==> src/rtl/mem_stage_pkg.sv <==
// Shared encodings and helpers for the memory-access stage.
// Optional forwarding is enabled by defining MEM_FWD_EN.
package mem_stage_pkg;

  localparam int DATA_W    = 32;
  localparam int REG_IDX_W = 5;

  localparam logic [1:0] MEMOP_NONE  = 2'd0;
  localparam logic [1:0] MEMOP_LOAD  = 2'd1;
  localparam logic [1:0] MEMOP_STORE = 2'd2;

  localparam logic [1:0] SIZE_BYTE = 2'b00;
  localparam logic [1:0] SIZE_HALF = 2'b01;
  localparam logic [1:0] SIZE_WORD = 2'b10;

  localparam logic ENABLE  = 1'b1;
  localparam logic DISABLE = 1'b0;

  localparam logic [DATA_W-1:0] ZERO32 = '0;

  // Index of the final byte of an access; sizes 10 and 11 are both words.
  function automatic logic [1:0] last_byte(input logic [1:0] size);
    case (size)
      SIZE_BYTE: last_byte = 2'd0;
      SIZE_HALF: last_byte = 2'd1;
      default:   last_byte = 2'd3;
    endcase
  endfunction

endpackage

==> src/rtl/mem_load_ext.sv <==
// Assembles a little-endian load buffer into a register value,
// zero- or sign-extending according to size and the unsigned bit.
module mem_load_ext
  import mem_stage_pkg::*;
(
  input  logic [DATA_W-1:0] i_bytes,
  input  logic [2:0]        i_funct3,
  output logic [DATA_W-1:0] o_data
);

  logic w_sign;

  always_comb begin
    w_sign = 1'b0;
    o_data = ZERO32;
    case (i_funct3[1:0])
      SIZE_BYTE: begin
        w_sign = ~i_funct3[2] & i_bytes[7];
        o_data = {{24{w_sign}}, i_bytes[7:0]};
      end
      SIZE_HALF: begin
        w_sign = ~i_funct3[2] & i_bytes[15];
        o_data = {{16{w_sign}}, i_bytes[15:0]};
      end
      default: o_data = i_bytes;
    endcase
  end

endmodule

==> src/rtl/mem_stage.sv <==
// MEM pipeline stage: splits loads/stores into byte requests and registers
// the write-back triple. Define MEM_FWD_EN to add the combinational forward port.
module mem_stage
  import mem_stage_pkg::*;
#(
  parameter int ADDR_W = 32
) (
  input  logic                 clk_in,
  input  logic                 rst_in,
  input  logic                 valid_in,
  input  logic [1:0]           memOp_in,
  input  logic [2:0]           funct3_in,
  input  logic [ADDR_W-1:0]    addr_in,
  input  logic [DATA_W-1:0]    storeData_in,
  input  logic [DATA_W-1:0]    aluData_in,
  input  logic                 wE_in,
  input  logic [REG_IDX_W-1:0] wIdx_in,
  output logic                 stall_out,
  output logic                 memReq_out,
  output logic                 memWe_out,
  output logic [ADDR_W-1:0]    memAddr_out,
  output logic [7:0]           memWdata_out,
  input  logic                 memAck_in,
  input  logic [7:0]           memRdata_in,
`ifdef MEM_FWD_EN
  output logic                 fwdE_out,
  output logic [REG_IDX_W-1:0] fwdIdx_out,
  output logic [DATA_W-1:0]    fwdData_out,
`endif
  output logic                 wbE_out,
  output logic [REG_IDX_W-1:0] wbIdx_out,
  output logic [DATA_W-1:0]    wbData_out,
  output logic                 dbgState_out
);

  localparam logic [0:0] S_IDLE   = 1'b0;
  localparam logic [0:0] S_ACCESS = 1'b1;

  logic [0:0]           r_state;
  logic                 r_store;
  logic [2:0]           r_f3;
  logic [ADDR_W-1:0]    r_base;
  logic [DATA_W-1:0]    r_sdata;
  logic [REG_IDX_W-1:0] r_wIdx;
  logic [1:0]           r_cnt;
  logic [DATA_W-1:0]    r_buf;
  logic                 r_wbE;
  logic [REG_IDX_W-1:0] r_wbIdx;
  logic [DATA_W-1:0]    r_wbData;

  logic                 w_access;
  logic                 w_is_mem;
  logic                 w_ack;
  logic                 w_last;
  logic [DATA_W-1:0]    w_buf_next;
  logic [DATA_W-1:0]    w_ext;

  assign w_access = (r_state == S_ACCESS);
  assign w_is_mem = (memOp_in == MEMOP_LOAD) || (memOp_in == MEMOP_STORE);
  assign w_ack    = w_access && memAck_in;
  assign w_last   = (r_cnt == last_byte(r_f3[1:0]));

  // The acked byte is merged before extension so the final ack can write back directly.
  always_comb begin
    w_buf_next = r_buf;
    w_buf_next[8*r_cnt +: 8] = memRdata_in;
  end

  mem_load_ext u_ext (
    .i_bytes  (w_buf_next),
    .i_funct3 (r_f3),
    .o_data   (w_ext)
  );

  assign stall_out    = w_access;
  assign memReq_out   = w_access;
  assign memWe_out    = w_access && r_store;
  assign memAddr_out  = w_access ? (r_base + {{(ADDR_W-2){1'b0}}, r_cnt}) : '0;
  assign memWdata_out = (w_access && r_store) ? r_sdata[8*r_cnt +: 8] : 8'd0;
  assign wbE_out      = r_wbE;
  assign wbIdx_out    = r_wbIdx;
  assign wbData_out   = r_wbData;
  assign dbgState_out = r_state;

  always_ff @(posedge clk_in or posedge rst_in) begin
    if (rst_in) begin
      r_state  <= S_IDLE;
      r_store  <= 1'b0;
      r_f3     <= '0;
      r_base   <= '0;
      r_sdata  <= ZERO32;
      r_wIdx   <= '0;
      r_cnt    <= '0;
      r_buf    <= ZERO32;
      r_wbE    <= DISABLE;
      r_wbIdx  <= '0;
      r_wbData <= ZERO32;
    end else begin
      case (r_state)
        S_IDLE: begin
          if (valid_in && w_is_mem) begin
            r_state  <= S_ACCESS;
            r_store  <= (memOp_in == MEMOP_STORE);
            r_f3     <= funct3_in;
            r_base   <= addr_in;
            r_sdata  <= storeData_in;
            r_wIdx   <= wIdx_in;
            r_cnt    <= '0;
            r_buf    <= ZERO32;
            r_wbE    <= DISABLE;
            r_wbIdx  <= '0;
            r_wbData <= ZERO32;
          end else if (valid_in) begin
            r_wbE    <= wE_in && (wIdx_in != '0);
            r_wbIdx  <= wIdx_in;
            r_wbData <= aluData_in;
          end else begin
            r_wbE    <= DISABLE;
            r_wbIdx  <= '0;
            r_wbData <= ZERO32;
          end
        end
        default: begin
          if (w_ack) begin
            if (!r_store) r_buf <= w_buf_next;
            if (w_last) begin
              r_state <= S_IDLE;
              if (!r_store) begin
                r_wbE    <= (r_wIdx != '0);
                r_wbIdx  <= r_wIdx;
                r_wbData <= w_ext;
              end else begin
                r_wbE    <= DISABLE;
                r_wbIdx  <= '0;
                r_wbData <= ZERO32;
              end
            end else begin
              r_cnt <= r_cnt + 2'd1;
            end
          end
        end
      endcase
    end
  end

`ifdef MEM_FWD_EN
  always_comb begin
    fwdE_out    = DISABLE;
    fwdIdx_out  = '0;
    fwdData_out = ZERO32;
    if (!rst_in) begin
      if (!w_access && valid_in && !w_is_mem) begin
        fwdE_out    = wE_in && (wIdx_in != '0);
        fwdIdx_out  = wIdx_in;
        fwdData_out = aluData_in;
      end else if (w_ack && w_last && !r_store) begin
        fwdE_out    = (r_wIdx != '0);
        fwdIdx_out  = r_wIdx;
        fwdData_out = w_ext;
      end
    end
  end
`endif

endmodule

==> config.mk <==
export PLATFORM = sky130hd
export DESIGN_NAME = mem_stage
export DESIGN_NICKNAME = d
export VERILOG_FILES = /design/src/rtl/mem_stage_pkg.sv /design/src/rtl/mem_load_ext.sv /design/src/rtl/mem_stage.sv
export SDC_FILE = /design/constraint.sdc
export NUM_CORES = 1
export LEC_CHECK = 0
export ABC_AREA = 1
export BUFFER_PORTS_ARGS = -buffer_cell sky130_fd_sc_hd__buf_2
export CAP_MARGIN = 5
export CORE_MARGIN = 2
export CORE_UTILIZATION = 49
export CTS_BUF_LIST = sky130_fd_sc_hd__clkbuf_4 sky130_fd_sc_hd__clkbuf_8 sky130_fd_sc_hd__clkbuf_16
export DETAILED_ROUTE_END_ITERATION = 8
export GPL_TIMING_DRIVEN = 0
export PLACE_DENSITY = 0.77
export SYNTH_ARGS = -nofsm -noshare
export SYNTH_HDL_FRONTEND = slang
export SYNTH_SLANG_ARGS = --single-unit
==> constraint.sdc <==
create_clock -name clk_in -period 4.08 [get_ports clk_in]
set_input_delay 0 -clock clk_in [delete_from_list [all_inputs] [get_ports clk_in]]
set_output_delay 0 -clock clk_in [all_outputs]
set_load 0.02 [all_outputs]
==> metrics.md, run 1 <==
| Metric | Value |
|---|---|
| Final worst setup slack | `1.26 ns` |
| Post-Layout Cell Count | `1728` |
| Worst endpoint required time | `4.44 ns` |
| Most frequent cells in the layout | `nand2_1 (426), buf_2 (226), dfrtp_1 (146)` |
| CTS tree | `built` |
| Comb power frac | `51.1%` |
| Deepest clock path buffer count | `2` |
| Diodes inserted | `0` |
| Top Ports | `201` |
| Final wirelength | `26300 um` |
| Switching power | `3.83 mW` |
| Routability cong. | `0.924` |
| Hold Crit Depth | `5` |
| RSZ-0062 raised after global routing | `false` |
| Worst reg-to-reg path cell count | `10` |
| Clk_skew | `0.00921 ns` |
| Max Slew Vio Count | `0` |
| Final period utilization | `69.1%` |
| Initial antenna violation count | `1` |
| Syn nets | `1294` |
| First-pass GRT wire length | `41600 um` |
| Clock Power Share | `18.6%` |
| Post-layout min period | `2.82 ns` |
| H-tree depth | `4` |
| Slew @ Worst Pin | `0.694 ns` |
| Die height | `135 um` |
| Core Area | `16600 um^2` |
| GRT Residual Overflow | `0` |
| Initial DRC count | `644` |
| P&R area growth vs syn | `35.5%` |
| Reg2reg setup slack | `1.26 ns` |
| Vias per cell | `5.14` |
| Register area share after synthesis | `43.6%` |
| Row cnt | `47` |
| Clock Sinks | `146` |
| Total GRT Usage | `29.1%` |
| Reg power frac | `30.3%` |
| Share of cells above drive strength 1 | `21.0%` |
| Slew HR | `53.7%` |
| Yosys warns | `0` |
| Type of the worst setup path | `reg2reg` |
| DRT Pass-1 Iters | `5` |
| Initial Utilization | `50.3%` |
| Count of final hold-check violations | `0` |
| Layout Nets | `1623` |
| Maximum clock frequency | `354 MHz` |
| Post-DP HPWL | `18200 um` |
| Clock slew at reported path FFs | `0.06 ns` |
| Routed WL per cell | `15.2 um` |
| CP Launch Point | `r_cnt[1]` |
| Inst Count DP | `1587` |
| Largest net degree at the start of global routing | `76` |
| Most used DFF post-synth | `dfrtp_1` |
| Unique cell type count in the Yosys netlist | `39` |
| Status | `completed` |
| Later-pin clock latency in the skew report | `0.43 ns` |
| Async set-reset flop share out of synthesis | `100%` |
| R2R Path Start | `r_cnt[1]` |
| Pwr Density | `725 nW/um^2` |
| Worst setup EP type | `flop` |
| Worst slack at placement | `1.26 ns` |
| Post-DRT Antenna Nets | `0` |
| Post-Syn Area | `8380 um^2` |
| Die W | `135 um` |
| Via Count | `8874` |
| Power Internal | `4.40 mW` |
| Gate Count Post-Synth | `1166` |
| Syn Area/Cell | `7.19 um^2` |
| Crit Path Max Fanout | `11` |
| Die ar. | `18200 um^2` |
| Number of port buffers | `200` |
| Flops & latches, synth | `146` |
| LEAKAGE | `5.96 nW` |
| Root Buffer | `clkbuf_16` |
| HP Start | `memRdata_in[0]` |
| Max-Cap Viols | `0` |
| R2r endpoint | `wbData_out[29]` |
| Sw Share | `46.5%` |
| Commonest non-fill, non-tap cell in the layout | `nand2_1` |
| Min-delay worst type | `in2reg` |
| EDFF count, synth | `0` |
| Max IR drop VDD | `440 uV` |
| CTS Buf Count | `17` |
| Vias in the first global route | `8465` |
| DRC | `0` |
| Hold EP | `r_buf[0]` |
| Final setup vio count | `0` |
| Worst Path Arrival | `3.18 ns` |
| CP Launch Type | `flop` |
==> per-stage QoR <==
step	power [mW]	utilization [%]	hold slack, ns	setup TNS (ns)	cell area [um^2]
2_1_floorplan	5.33	-	0.110	0	8380
3_3_place_gp	6.49	58.0	0.198	-217.25	9650
3_5_place_dp	6.58	58.2	0.153	0	9690
4_1_cts	8.21	68.2	0.00805	0	11400
5_1_grt	8.82	68.2	0.0238	0	11400
6_report	8.24	68.2	0.0174	0	11400
==> state kept, by name (all words and copies together), names as in the netlist <==
signal,count
r_base,32
r_buf,32
r_sdata,32
wbData_out,32
r_wIdx,5
wbIdx_out,5
r_f3,3
r_cnt,2
dbgState_out,1
r_store,1
wbE_out,1
==> logic make-up after synthesis <==
| logic type | Yosys count | synth area share, % |
|---|---|---|
| flops | 146 | 43.6 |
| fa+ha+maj | 9 | 1.43 |
| xor+xnor | 10 | 1.14 |
| simple gates | 662 | 32.2 |
| buf+inv | 149 | 8.15 |
| compound gates | 190 | 13.5 |
==> critical path, stage by stage (launching register included) <==
cell and delay, ns:
dfrtp_1 0.53, buf_2 0.30, clkinv_1 0.35, ha_1 0.49, nor2_1 0.44, nand3_1 0.21
nand3_1 0.14, nand2_1 0.07, clkinv_1 0.05, nand2_1 0.05, a21oi_1 0.11
==> worst max-delay path by stage <==
| stage | to | slack [ns] | depth (start not counted) |
|---|---|---|---|
| 2_1_floorplan | dbgState_out | 0.16 | 1 |
| 6_report | wbData_out[29] | 1.26 | 10 |
| 3_3_place_gp | wbData_out[21] | -1.50 | 2 |
| 4_1_cts | wbData_out[29] | 1.25 | 10 |
| 5_1_grt | wbData_out[22] | 1.03 | 12 |
| 3_5_place_dp | wbData_out[25] | 1.26 | 10 |
==> Yosys cell counts, drive strengths merged (4+ instances only) <==
| cell | n | area [um^2] |
|---|---|---|
| a21boi | 16 | 120 |
| a22o | 8 | 70.1 |
| a22oi | 4 | 30.0 |
| nand2 | 434 | 1680 |
| o21ai | 85 | 425 |
| nand3 | 59 | 325 |
| clkinv | 4 | 15.0 |
| inv | 92 | 350 |
| xor2 | 9 | 78.8 |
| ha | 8 | 100 |
| clkbuf | 12 | 45.0 |
| buf | 41 | 273 |
| nor2 | 152 | 604 |
| nor3 | 14 | 70.1 |
| dfrtp | 146 | 3650 |
| a21oi | 56 | 325 |
| a21o | 16 | 120 |
==> power groups by stage <==
stage / clock network (mW) / registers, mW / logic, mW
final: 1.53 / 2.49 / 4.21
after global routing: 1.61 / 2.57 / 4.64
after CTS: 1.54 / 2.48 / 4.19
after detailed placement: 0 / 2.49 / 4.09
after global placement: 0 / 2.48 / 4.01
after floorplan: 0 / 2.64 / 2.70
==> metal layers <==
layer / track usage, % / vias up / wire (um)
li1: - / 4347 / -
met1: 39.4 / 4077 / 11400
met2: 47.8 / 394 / 12400
met3: 4.99 / 54 / 1850
met4: 9.24 / 2 / 597
met5: 0 / - / 10
==> area by class of cell <==
type,instances,area (um^2)
Fill cell,1360,5290
Multi-Input combinational cell,871,4040
Sequential cell,146,3650
Timing Repair Buffer,310,2120
Clock buffer,22,475
Inverter,96,370
Buffer,53,318
Tap cell,220,275
Clock inverter,10,101
==> timing repair <==
item | CTS | global route
setup buffers | 0 | 0
endpoints found under the hold margin | 186 | 0
hold buffers | 109 | 0
resized for setup | 0 | 0
No activity file was read; power rests on OpenSTA's default activity.
==> inputs of run 2 (changes only) <==
CORE_UTILIZATION = 50   (was 49)
PLACE_DENSITY = 0.75   (was 0.77)
clock period = 2.69 ns   (was 4.08 ns; I/O delays follow)
==> run 2 against run 1 <==
Effect of this change:
- global-route usage rose by 0.26 points
- clock power grew 48%
- non-clock buffer count up 2
- via count down 1.0%
- largest cell class unchanged
- largest power group unchanged
==> metrics.md, run 2 (synthesis gave the netlist of run 1 again) <==
| Metric | Value |
|---|---|
| Worst reg-to-reg path cell count | `12` |
| Dpl cell area | `9740 um^2` |
| Inst Count DP | `1590` |
| First-pass GRT wire length | `41200 um` |
| GRT Residual Overflow | `0` |
| Initial Utilization | `50.9%` |
| Top Ports | `201` |
| Post-layout min period | `2.50 ns` |
| Commonest non-fill, non-tap cell in the layout | `nand2_1` |
| Final setup vio count | `0` |
| Max IR drop VDD | `709 uV` |
| Die height | `133 um` |
| CP cell instances | `ha_1, fa_1, nand2_1, nor2_2, inv_1, nor2_1, nand2_1, nand2_1, nand2_1, nor2_1, buf_2` |
| Pwr Density | `1090 nW/um^2` |
| Number of port buffers | `200` |
| Layout Nets | `1625` |
| P&R area growth vs syn | `36.1%` |
| CP Depth | `11` |
| Most frequent cells in the layout | `nand2_1 (426), buf_2 (225), dfrtp_1 (145)` |
| Cell family with most CP delay | `simple AND/OR/NAND/NOR gates` |
| Max Slew Vio Count | `0` |
| CTS Buf Count | `17` |
| Maximum clock frequency | `400 MHz` |
| Routability cong. | `0.925` |
| Initial antenna violation count | `0` |
| Most Frequent Cell on Critical Path | `nand2_1` |
| H-tree depth | `4` |
| Deepest clock path buffer count | `2` |
| Type of the worst setup path | `reg2out` |
| Die ar. | `17800 um^2` |
| Slew @ Worst Pin | `0.611 ns` |
| CP Launch Point | `r_cnt[0]` |
| Routed length on met3 | `1740 um` |
| Reg2reg setup slack | `0.26 ns` |
| Die W | `133 um` |
| Worst path max stage delay | `0.43 ns` |
| RSZ-0062 raised after global routing | `false` |
| Row cnt | `47` |
| Routed WL per cell | `15.1 um` |
| CTS tree | `built` |
| Later-pin clock latency in the skew report | `0.44 ns` |
| Largest net degree at the start of global routing | `43` |
| Max-Cap Viols | `0` |
| Crit Path Max Fanout | `4` |
| Vias in the first global route | `8306` |
| DRC | `0` |
| Crit path to | `memAddr_out[28]` |
| DRT Pass-1 Iters | `7` |
| Clk_skew | `0.0150 ns` |
| CP Launch Type | `flop` |
| Worst setup EP type | `primary output` |
| Initial DRC count | `667` |
| Final instance area | `11400 um^2` |
| Clock slew at reported path FFs | `0.06 ns` |
| Register area | `3650 um^2` |
| Min-delay worst type | `in2reg` |
| DR top layer | `met4` |
| Multi-input logic area | `4060 um^2` |
| Slew HR | `59.3%` |
| Via Count | `8785` |
| M1 WL | `11600 um` |
| R2R Path Start | `r_cnt[1]` |
| Vias per cell | `5.08` |
| Root Buffer | `clkbuf_16` |
| R2r endpoint | `wbData_out[16]` |
| Count of final hold-check violations | `0` |
| Post-Layout Cell Count | `1730` |
| Status | `completed` |
| Share of cells above drive strength 1 | `21.6%` |
| Post-DP HPWL | `18300 um` |
| Worst endpoint required time | `2.69 ns` |
| Core Area | `16500 um^2` |
| Critical Path Slowest Stage Cell | `dfrtp_1` |
| Clock Sinks | `146` |
| Worst Path Arrival | `2.50 ns` |
| Final wirelength | `26200 um` |
| Filler Cell Count | `1353` |
| Met2 wire length | `12300 um` |
| Setup Buffers After CTS | `0` |
| Diodes inserted | `0` |
| Final period utilization | `93.0%` |
| Total GRT Usage | `29.3%` |
| CP bufs+invs | `2` |
| Post-DRT Antenna Nets | `0` |
| LEAKAGE | `5.96 nW` |
==> run 2: worst min path at each step <==
stage	start	endpoint	slack, ns	cells past startpoint
after floorplan	addr_in[0]	r_base[0]	0.11	2
after global placement	storeData_in[19]	r_sdata[19]	0.20	3
after detailed placement	rst_in	wbIdx_out[0]	-0.02	2
after CTS	memRdata_in[0]	r_buf[0]	0.005	5
after global routing	memRdata_in[0]	r_buf[0]	0.04	5
final	memRdata_in[0]	r_buf[0]	0.02	5
==> run 2: area by class of cell <==
type,instances,area share (%)
Sequential cell,146,32.1
Clock buffer,17,3.73
Tap cell,220,2.41
Buffer,52,2.78
Inverter,96,3.25
Multi-Input combinational cell,871,35.6
Timing Repair Buffer,313,19.1
Clock inverter,15,1.10
==> run 2: repair_timing <==
| action | in CTS | in global routing |
|---|---|---|
| hold buffers | 109 | 0 |
| hold endpoints to repair | 190 | 0 |
| gates resized for setup | 2 | 6 |
| endpoints found under the setup margin | 18 | 17 |
| gates cloned | 0 | 0 |
==> run 2: metal layers <==
layer,GRT usage [%],vias up
li1,-,4360
met1,40.6,4011
met2,48.3,370
met3,4.30,44
met4,8.57,0
met5,0,-
==> run 2: power breakdown <==
part / leakage (nW) / internal, mW / switching, mW / total (mW)
Sequential: 1.85 / 3.14 / 0.636 / 3.78
Combinational: 3.85 / 2.18 / 4.20 / 6.38
Clock: 0.253 / 1.20 / 1.06 / 2.26
Total: 5.96 / 6.53 / 5.89 / 12.4
==> run 2: worst reg2reg max path, delay by kind of cell, from the launching register on <==
kind	cells	cell delay (ns)
compound gates	1	0.11
fa+ha+maj	1	0.46
buf+inv	4	0.74
flops	1	0.46
simple gates	6	0.60
==> run 2: through the flow <==
stage | hold slack [ns] | setup TNS, ns | setup WS [ns] | util, % | total power, mW
floorplan | 0.110 | 0 | 0.543 | - | 8.09
global placement | 0.198 | -16.93 | -0.123 | 58.7 | 9.83
detailed placement | -0.0192 | -0.742 | -0.0872 | 59.1 | 9.97
CTS | 0.00520 | 0 | 0.0842 | 69.1 | 12.4
global route | 0.0440 | 0 | 0.0183 | 69.2 | 13.3
finish | 0.0194 | 0 | 0.187 | 69.2 | 12.4
